<file path="src/rtl/hero_motion_ctrl.sv">
// Per-frame hero sprite / background scroll sequencer for the VGA pixel selector.
// Optional macro WRAP_SCROLL_EN: scroll offsets wrap modulo MAP_MAX+1 instead of saturating.
module hero_motion_ctrl #(
  parameter int FRAME_DIV   = 30,
  parameter int HOLD_FRAMES = 8,
  parameter int SCROLL_STEP = 1,
  parameter int MAP_MAX     = 1023
) (
  input  logic       clk,
  input  logic       rst,
  input  logic       frame_tick,
  input  logic       btn_up,
  input  logic       btn_down,
  input  logic       btn_left,
  input  logic       btn_right,
  output logic [1:0] dir,
  output logic       pressed,
  output logic       anim_phase,
  output logic [9:0] scroll_x,
  output logic [9:0] scroll_y
);

  typedef enum logic [1:0] {IDLE, MOVE, HOLD} state_t;

  localparam int ANIM_W = (FRAME_DIV > 1) ? $clog2(FRAME_DIV) : 1;
  localparam int HOLD_W = (HOLD_FRAMES > 1) ? $clog2(HOLD_FRAMES) : 1;
  localparam logic [ANIM_W-1:0] ANIM_LAST = ANIM_W'(FRAME_DIV - 1);
  localparam logic [HOLD_W-1:0] HOLD_INIT = HOLD_W'((HOLD_FRAMES > 0) ? HOLD_FRAMES - 1 : 0);
  localparam logic [10:0] STEP11 = 11'(SCROLL_STEP);
  localparam logic [10:0] MAX11  = 11'(MAP_MAX);

  localparam logic [1:0] DIR_UP    = 2'b00;
  localparam logic [1:0] DIR_DOWN  = 2'b01;
  localparam logic [1:0] DIR_LEFT  = 2'b10;
  localparam logic [1:0] DIR_RIGHT = 2'b11;

  state_t            state_q, state_d;
  logic [1:0]        dir_d;
  logic              pressed_d, phase_d;
  logic [ANIM_W-1:0] anim_cnt, anim_d;
  logic [HOLD_W-1:0] hold_cnt, hold_d;
  logic [9:0]        sx_d, sy_d;
  logic              any_btn;
  logic [1:0]        pri_dir;

  function automatic logic [9:0] step_dn(input logic [9:0] v);
    logic [10:0] w;
    w = {1'b0, v};
    if (w < STEP11) begin
`ifdef WRAP_SCROLL_EN
      return 10'(MAX11 + 11'd1 - (STEP11 - w));
`else
      return 10'd0;
`endif
    end
    return 10'(w - STEP11);
  endfunction

  function automatic logic [9:0] step_up(input logic [9:0] v);
    logic [10:0] sum;
    sum = {1'b0, v} + STEP11;
    if (sum > MAX11) begin
`ifdef WRAP_SCROLL_EN
      return 10'(sum - MAX11 - 11'd1);
`else
      return 10'(MAX11);
`endif
    end
    return 10'(sum);
  endfunction

  assign any_btn = btn_up | btn_down | btn_left | btn_right;

  always_comb begin
    if (btn_up)        pri_dir = DIR_UP;
    else if (btn_down) pri_dir = DIR_DOWN;
    else if (btn_left) pri_dir = DIR_LEFT;
    else               pri_dir = DIR_RIGHT;
  end

  always_comb begin
    // NOTE: every next-state value defaults to its current value first, so no path can infer a latch.
    state_d   = state_q;
    dir_d     = dir;
    pressed_d = pressed;
    phase_d   = anim_phase;
    anim_d    = anim_cnt;
    hold_d    = hold_cnt;
    sx_d      = scroll_x;
    sy_d      = scroll_y;
    if (frame_tick) begin
      unique case (state_q)
        IDLE: begin
          if (any_btn) begin
            state_d   = MOVE;
            dir_d     = pri_dir;
            pressed_d = 1'b1;
            anim_d    = '0;
          end else if (anim_cnt == ANIM_LAST) begin
            phase_d = ~anim_phase;
            anim_d  = '0;
          end else begin
            anim_d = anim_cnt + 1'b1;
          end
        end
        MOVE: begin
          if (any_btn) begin
            dir_d = pri_dir;
            unique case (pri_dir)
              DIR_UP:   sy_d = step_dn(scroll_y);
              DIR_DOWN: sy_d = step_up(scroll_y);
              DIR_LEFT: sx_d = step_dn(scroll_x);
              default:  sx_d = step_up(scroll_x);
            endcase
          end else if (HOLD_FRAMES == 0) begin
            state_d   = IDLE;
            pressed_d = 1'b0;
          end else begin
            state_d = HOLD;
            hold_d  = HOLD_INIT;
          end
        end
        HOLD: begin
          if (any_btn) begin
            state_d = MOVE;
            dir_d   = pri_dir;
          end else if (hold_cnt == '0) begin
            state_d   = IDLE;
            pressed_d = 1'b0;
            phase_d   = 1'b0;
            anim_d    = '0;
          end else begin
            hold_d = hold_cnt - 1'b1;
          end
        end
        default: begin
          state_d   = IDLE;
          pressed_d = 1'b0;
        end
      endcase
    end
  end

  // NOTE: sequential state uses non-blocking assignments so every register samples pre-edge values.
  always_ff @(posedge clk or posedge rst) begin
    if (rst) begin
      state_q    <= IDLE;
      dir        <= DIR_UP;
      pressed    <= 1'b0;
      anim_phase <= 1'b0;
      anim_cnt   <= '0;
      hold_cnt   <= '0;
      scroll_x   <= '0;
      scroll_y   <= '0;
    end else begin
      state_q    <= state_d;
      dir        <= dir_d;
      pressed    <= pressed_d;
      anim_phase <= phase_d;
      anim_cnt   <= anim_d;
      hold_cnt   <= hold_d;
      scroll_x   <= sx_d;
      scroll_y   <= sy_d;
    end
  end

endmodule

</file>
<file path="config.mk">
export PLATFORM = sky130hd
export DESIGN_NAME = hero_motion_ctrl
export DESIGN_NICKNAME = d
export VERILOG_FILES = /design/src/rtl/hero_motion_ctrl.sv
export SDC_FILE = /design/constraint.sdc
export NUM_CORES = 1
export LEC_CHECK = 0
export ABC_CLOCK_PERIOD_IN_PS = 3000
export CAP_MARGIN = 10
export CORE_MARGIN = 4
export CORE_UTILIZATION = 40
export DETAILED_ROUTE_END_ITERATION = 7
export SLEW_MARGIN = 5
export SYNTH_ARGS = -nofsm -noshare
export SYNTH_HDL_FRONTEND = slang
export SYNTH_SLANG_ARGS = --single-unit
</file>
<file path="constraint.sdc">
create_clock -name clk -period 3 [get_ports clk]
set_input_delay 0.6 -clock clk [delete_from_list [all_inputs] [get_ports clk]]
set_output_delay 0.6 -clock clk [all_outputs]
set_load 0.1 [all_outputs]
</file>
==> impl_metrics.py, run 1 <==
metrics = {
    "job": {
        "cap_violations": 0,
    },
    "clock_tree": {
        "cts_buffers": 5,
        "path_clk_slew_ns": 0.07,
        "cts_tree": "done",
        "post_cts_resized": 0,
        "clock_path_buffers": 2,
        "hold_buffers": 0,
        "htreeDepth": 2,
        "root_buffer": "clkbuf_8",
        "cts_sinks": 34,
        "cts_setup_buffers": 0,
        "clk_latency_ns": 0.29,
    },
    "placement": {
        "hpwl_um": 5120,
        "gp_congestion": 0.854,
        "placed_area_um2": 3140,
        "io_buffers": 30,
    },
    "worst_setup_path": {
        "reg2reg_slack_ns": 0.65,
        "worstReg2RegStart": "scroll_y[0]$_DFFE_PP0P_",
        "required_ns": 3.20,
        "crit_arrival_ns": 2.62,
        "crit_type": "in -> reg",
        "path_cells": "clkdlybuf4s50_1 -> nor4_4 -> nand2_1 -> a211o_1 -> or2_1 -> o31ai_1",
        "path_max_fanout": 9,
        "r2r_cells": 6,
        "timing.rr.end": "scroll_y[5]$_DFFE_PP0P_",
        "endpoint_kind": "flop",
        "path_buf_inv": 1,
        "critPathMaxStageDelay_ns": 0.55,
        "path_depth": 6,
        "worst_path_max_delay_cell": "clkdlybuf4s50_1",
        "start_kind": "input pin",
        "critical-path-top-delay-family": "simple AND/OR/NAND/NOR gates",
    },
    "worst_hold_path": {
        "hold_class": "reg -> reg",
        "hold_depth": 1,
        "min_to": "anim_cnt[4]$_DFFE_PP0P_",
        "hold_start": "anim_cnt[4]$_DFFE_PP0P_",
    },
    "routing": {
        "drtPass1Iterations": 4,
        "wl_um": 7280,
        "ant_nets": 0,
        "drt-initial-drc-count": 182,
        "drcViolationCount": 0,
        "drt-vias-per-instance": 5.96,
        "wire_per_inst_um": 15.4,
        "vias": 2821,
    },
    "global_route": {
        "overflow": 0,
        "grt_use_total_pct": 18.0,
        "antenna_found_initial": 0,
        "grt_pass1_wl_um": 12500,
        "grt_pass1_vias": 2522,
        "grt_max_degree": 35,
    },
    "power": {
        "power-per-cell-area_nw_per_um2": 876,
        "combPwrFrac_pct": 57.8,
        "p_leak_nw": 1.30,
        "p_switching_w": 0.00159,
        "p_sw_share_pct": 55.7,
        "clockPowerShare_pct": 14.2,
        "p_int_w": 0.00126,
        "vdd_drop_max_mv": 0.496,
        "seqPwrFrac_pct": 28.0,
    },
    "sta": {
        "drv_slew": 0,
        "hold_viol": 0,
        "fmax_mhz": 413,
        "worstMarginPinSlew_ns": 0.552,
        "fin_crit_sh_pct": 80.6,
        "min_period_ns": 2.42,
        "timing.setup.tns_ns": 0,
        "rsz0062_at_grt": "no",
        "finalClockSkew_ns": 0.00824,
        "setup_viol": 0,
        "slew_headroom_pct": 62.9,
        "hold_slack_ns": 0.488,
    },
    "logic_synthesis": {
        "synth-edff-count": 0,
        "syn_avg_cell_area_um2": 7.99,
        "yosys-top-cells-area": "dfrtp_1 30%, o21ai_0 6.4%, ha_1 4.5%",
        "yosysTopAreaCell": "dfrtp_1",
        "ys.flop_type": "dfrtp_1",
        "yosysTopAreaCellShare_pct": 30.4,
        "synth.yosys.seq_area_share_pct": 30.4,
        "post_synth_instance_area_um2": 2800,
        "synthArstFlopShare_pct": 100,
        "synth_commonest_cells": "36 x o21ai_0, 34 x dfrtp_1, 26 x nor2_1, 24 x nand2_1, 20 x a21oi_1",
        "synth_most_common_cell": "o21ai_0",
        "yosys_register_bits": 34,
        "synth.distinct_cells": 68,
        "postSynthCellCount": 350,
        "synthesis.nets": 367,
        "yosysWarnings": 0,
    },
    "die": {
        "row_count": 30,
        "die_area_um2": 8390,
        "start_util_pct": 41.1,
        "core_area_um2": 6790,
        "ios": 31,
        "die_w_um": 91.6,
        "dieHeight_um": 91.6,
    },
    "cells_and_area": {
        "nets": 393,
        "drive_gt1_share_pct": 15.4,
        "syn_to_final_growth_pct": 16.3,
        "num_antenna_cells": 0,
        "fin_area_um2": 3250,
    },
    "outcome": {
        "status": "complete, no violations",
    },
}
[worst register-to-register path, cell delays in order (launching register included)]
cell and delay, ns:
dfrtp_1 0.38, inv_1 0.10, ha_1 0.28, or4b_1 0.57, o31ai_2 0.50, o211ai_1 0.17, a22o_1 0.24
[per-layer routing]
layer | routed length (µm) | GRT usage, % | vias up
met3 | 553 | 3.98 | 7
met4 | 69 | 6.16 | 0
met1 | 3310 | 25.8 | 1348
met2 | 3350 | 26.4 | 100
met5 | 0 | 0 | -
li1 | - | - | 1366
[registers in the layout, indices dropped and copies added, names as in the netlist]
register    count
dir             2
anim_cnt        5
pressed         1
scroll_y       10
scroll_x       10
anim_phase      1
state_q         2
hold_cnt        3
[stage by stage]
step	setup WS, ns	power, W	utilization, %	std cells
floorplan	0.215	0.00209	-	350
global placement	0.322	0.00244	46.2	465
detailed placement	0.243	0.00244	46.2	465
CTS	0.579	0.00286	47.9	473
global route	0.407	0.00304	47.9	473
finish	0.581	0.00285	47.9	473
[power groups by stage]
stage                     registers [W]  clock network (W)  logic, W
after detailed placement       0.000803                  0   0.00164
after CTS                      0.000794           0.000425   0.00165
after global placement         0.000802                  0   0.00164
after global routing           0.000830           0.000437   0.00177
final                          0.000797           0.000404   0.00165
after floorplan                 0.00133                  0  0.000758
[layout by cell type, fill, tap and decap left out, drive strengths merged, types with 3 or more instances in the layout]
| cell | instances |
|---|---|
| a21oi | 21 |
| a22o | 3 |
| a22oi | 3 |
| a31oi | 11 |
| and3 | 3 |
| and4 | 3 |
| buf | 40 |
| clkbuf | 8 |
| clkdlybuf4s50 | 6 |
| dfrtp | 34 |
| ha | 10 |
| inv | 16 |
| nand2 | 24 |
| nand2b | 7 |
| nand3 | 19 |
| nand3b | 4 |
| nand4 | 12 |
| nor2 | 26 |
| nor2b | 5 |
| nor3 | 7 |
| nor4 | 6 |
| o211ai | 5 |
| o21ai | 38 |
| o31a | 3 |
| o31ai | 9 |
| or3 | 3 |
| or4 | 5 |
| xnor2 | 4 |
| xor2 | 3 |
[how the worst max path moves through the flow]
stage | slack [ns] | endpoint | startpoint
2_1_floorplan | 0.22 | scroll_y[2]$_DFFE_PP0P_ | scroll_y[0]$_DFFE_PP0P_
3_3_place_gp | 0.32 | scroll_x[3]$_DFFE_PP0P_ | btn_left
3_5_place_dp | 0.24 | anim_cnt[3]$_DFFE_PP0P_ | btn_left
4_1_cts | 0.58 | anim_cnt[3]$_DFFE_PP0P_ | btn_left
5_1_grt | 0.41 | anim_cnt[3]$_DFFE_PP0P_ | btn_left
6_report | 0.58 | anim_cnt[3]$_DFFE_PP0P_ | btn_left
[layout make-up]
class | count | area [µm²]
inverters | 16 | 60.1
repair buffers | 46 | 360
clock buffers | 8 | 110
well taps | 96 | 120
multi-input cells | 273 | 1750
fillers | 670 | 3540
flip-flops and latches | 34 | 851
[logic make-up (layout without fill, tap and decap cells)]
family / after synthesis / in the layout / share of synthesized area, %
simple gates: 137 / 137 / 27.8
compound gates: 116 / 116 / 27.0
buf+inv: 43 / 70 / 6.94
flops: 34 / 34 / 30.4
fa+ha+maj: 10 / 10 / 4.48
xor+xnor: 7 / 7 / 2.19
mux: 3 / 3 / 1.12
Note: power is estimated with default switching activity, not from simulation.
==> run 2, diff against run 1 <==
ABC_CLOCK_PERIOD_IN_PS = 2500   (was 3000)
clock period = 2.5 ns   (was 3 ns; I/O delays follow)
==> run 2 against run 1 <==
  * Count of clock-buffer cells in the layout fell by 3
  * Sequential cell count did not move
  * Largest power group unchanged
  * Critical endpoint is now scroll_y[2]$_DFFE_PP0P_
  * Critical path type is now reg -> reg
  * Combinational power rose by 35%
  * Cell area rose by 5.1%
==> impl_metrics.py, run 2 (same netlist as run 1, synthesis figures left out) <==
metrics = {
    "power": {
        "p_int_w": 0.00163,
        "seqPwrFrac_pct": 23.7,
        "p_switching_w": 0.00195,
        "power.total_w": 0.00358,
        "vdd_drop_max_mv": 0.672,
        "p_sw_share_pct": 54.4,
        "p_leak_nw": 1.39,
        "clockPowerShare_pct": 14.3,
        "combPwrFrac_pct": 62.0,
        "power-per-cell-area_nw_per_um2": 1050,
    },
    "worst_setup_path": {
        "path_buf_inv": 1,
        "endpoint_kind": "flop",
        "worst_path_max_delay_cell": "or4b_4",
        "crit_arrival_ns": 2.42,
        "crit_start": "scroll_y[0]$_DFFE_PP0P_",
        "crit_type": "reg -> reg",
        "critical-path-top-delay-family": "compound AO/OA/AOI/OAI gates",
        "worstReg2RegStart": "scroll_y[0]$_DFFE_PP0P_",
        "start_kind": "flop",
        "critPathMaxStageDelay_ns": 0.51,
        "path_max_fanout": 6,
        "required_ns": 2.66,
        "path_cells": "inv_1 -> ha_1 -> or4b_4 -> o31a_1 -> a32o_2 -> a21oi_2 -> a21oi_1",
    },
    "global_route": {
        "grt_max_degree": 30,
        "grt_pass1_vias": 2615,
        "grt_use_total_pct": 18.9,
        "antenna_found_initial": 0,
        "overflow": 0,
        "grt_pass1_wl_um": 13200,
    },
    "cells_and_area": {
        "drive_gt1_share_pct": 20.5,
        "top_regs": "scroll_x: 10 flops, scroll_y: 10 flops, anim_cnt: 5 flops",
        "num_antenna_cells": 0,
        "nets": 411,
        "fin_util_pct": 50.3,
        "most-common-layout-cells": "57 x buf_4, 36 x o21ai_0, 30 x dfrtp_1",
        "syn_to_final_growth_pct": 22.3,
        "layout_commonest_cell": "buf_4",
    },
    "clock_tree": {
        "clock_path_buffers": 2,
        "cts_setup_buffers": 0,
        "cts_tree": "done",
        "cts_buffers": 5,
        "clk_latency_ns": 0.29,
        "htreeDepth": 2,
        "hold_buffers": 0,
        "post_cts_resized": 0,
        "root_buffer": "clkbuf_8",
        "path_clk_slew_ns": 0.08,
        "cts_sinks": 34,
    },
    "routing": {
        "drtPass1Iterations": 4,
        "vias": 2883,
        "ant_nets": 0,
        "drt-initial-drc-count": 166,
        "drt-vias-per-instance": 5.87,
        "wire_per_inst_um": 15.6,
        "wl_um": 7670,
        "drcViolationCount": 0,
    },
    "job": {
        "cap_violations": 0,
    },
    "die": {
        "dieHeight_um": 91.6,
        "die_w_um": 91.6,
        "ios": 31,
        "core_area_um2": 6790,
        "die_area_um2": 8390,
        "row_count": 30,
        "start_util_pct": 41.1,
    },
    "sta": {
        "worstMarginPinSlew_ns": 0.661,
        "setup_viol": 0,
        "rsz0062_at_grt": "no",
        "min_period_ns": 2.26,
        "hold_viol": 0,
        "fmax_mhz": 442,
        "fin_crit_sh_pct": 90.5,
        "slew_headroom_pct": 55.6,
        "finalClockSkew_ns": 0.00884,
        "drv_slew": 0,
    },
    "worst_hold_path": {
        "hold_class": "in -> async",
    },
    "placement": {
        "gp_congestion": 0.862,
        "io_buffers": 30,
        "hpwl_um": 5570,
    },
    "outcome": {
        "status": "complete, no violations",
    },
}
## run 2: cell types whose count changed in the layout (fill, tap and decap cells not counted), moves of 2 or more
cell,previous run,this run
dfrtp_1,34,30
clkinv_2,0,2
dfrtp_2,0,3
clkbuf_8,8,5
buf_4,40,57
## run 2: area by class of cell
type	instances	area [µm²]
multi-input combinational	273	1760
timing repair buffer	64	508
fill	682	3380
inverter	16	60.1
sequential	34	858
clock inverter	3	40.0
clock buffer	5	68.8
tap	96	120
## run 2: worst reg2reg max path: stages, from the launching register on
cell	delay, ns
dfrtp_4	0.47
inv_1	0.11
ha_1	0.19
or4b_4	0.51
o31a_1	0.39
a32o_2	0.30
a21oi_2	0.12
a21oi_1	0.04
## run 2: path summary, 6_finish.rpt
check	end	slack, ns	depth (start not counted)
worst max-delay path	scroll_y[2]$_DFFE_PP0P_	0.24	7
min in group clk	anim_cnt[4]$_DFFE_PP0P_	0.50	1
worst min-delay path	scroll_y[9]$_DFFE_PP0P_	0.44	2
worst min register to register	anim_cnt[4]$_DFFE_PP0P_	0.50	1
max in group asynchronous	scroll_y[0]$_DFFE_PP0P_	1.58	3
worst max register to register	scroll_y[2]$_DFFE_PP0P_	0.24	7
## run 2: power groups by stage
stage,clock (W),sequential [W],combinational [W]
finish,0.000513,0.000848,0.00222
global route,0.000556,0.000874,0.00239
CTS,0.000536,0.000848,0.00221
detailed placement,0,0.000859,0.00221
global placement,0,0.000855,0.00220
floorplan,0,0.00161,0.000922
## run 2: per-layer routing
layer	vias up	GRT usage (%)	share of wire, %
li1	1412	-	-
met1	1370	27.7	48
met2	92	28.4	45
met3	9	3.15	5.6
met4	0	5.40	1.4
met5	-	0	0
## run 2: per-stage QoR
| step | setup slack [ns] | hold WS [ns] | setup TNS (ns) | instances | instance area, µm² |
|---|---|---|---|---|---|
| after detailed placement | 0.0265 | 0.479 | 0 | 483 | 3310 |
| after CTS | 0.233 | 0.437 | 0 | 491 | 3420 |
| after global routing | 0.139 | 0.459 | 0 | 491 | 3420 |
| after floorplan | -0.0468 | 0.446 | -0.0468 | 350 | 2820 |
| after global placement | 0.0669 | 0.480 | 0 | 483 | 3310 |
| final | 0.237 | 0.442 | 0 | 491 | 3420 |
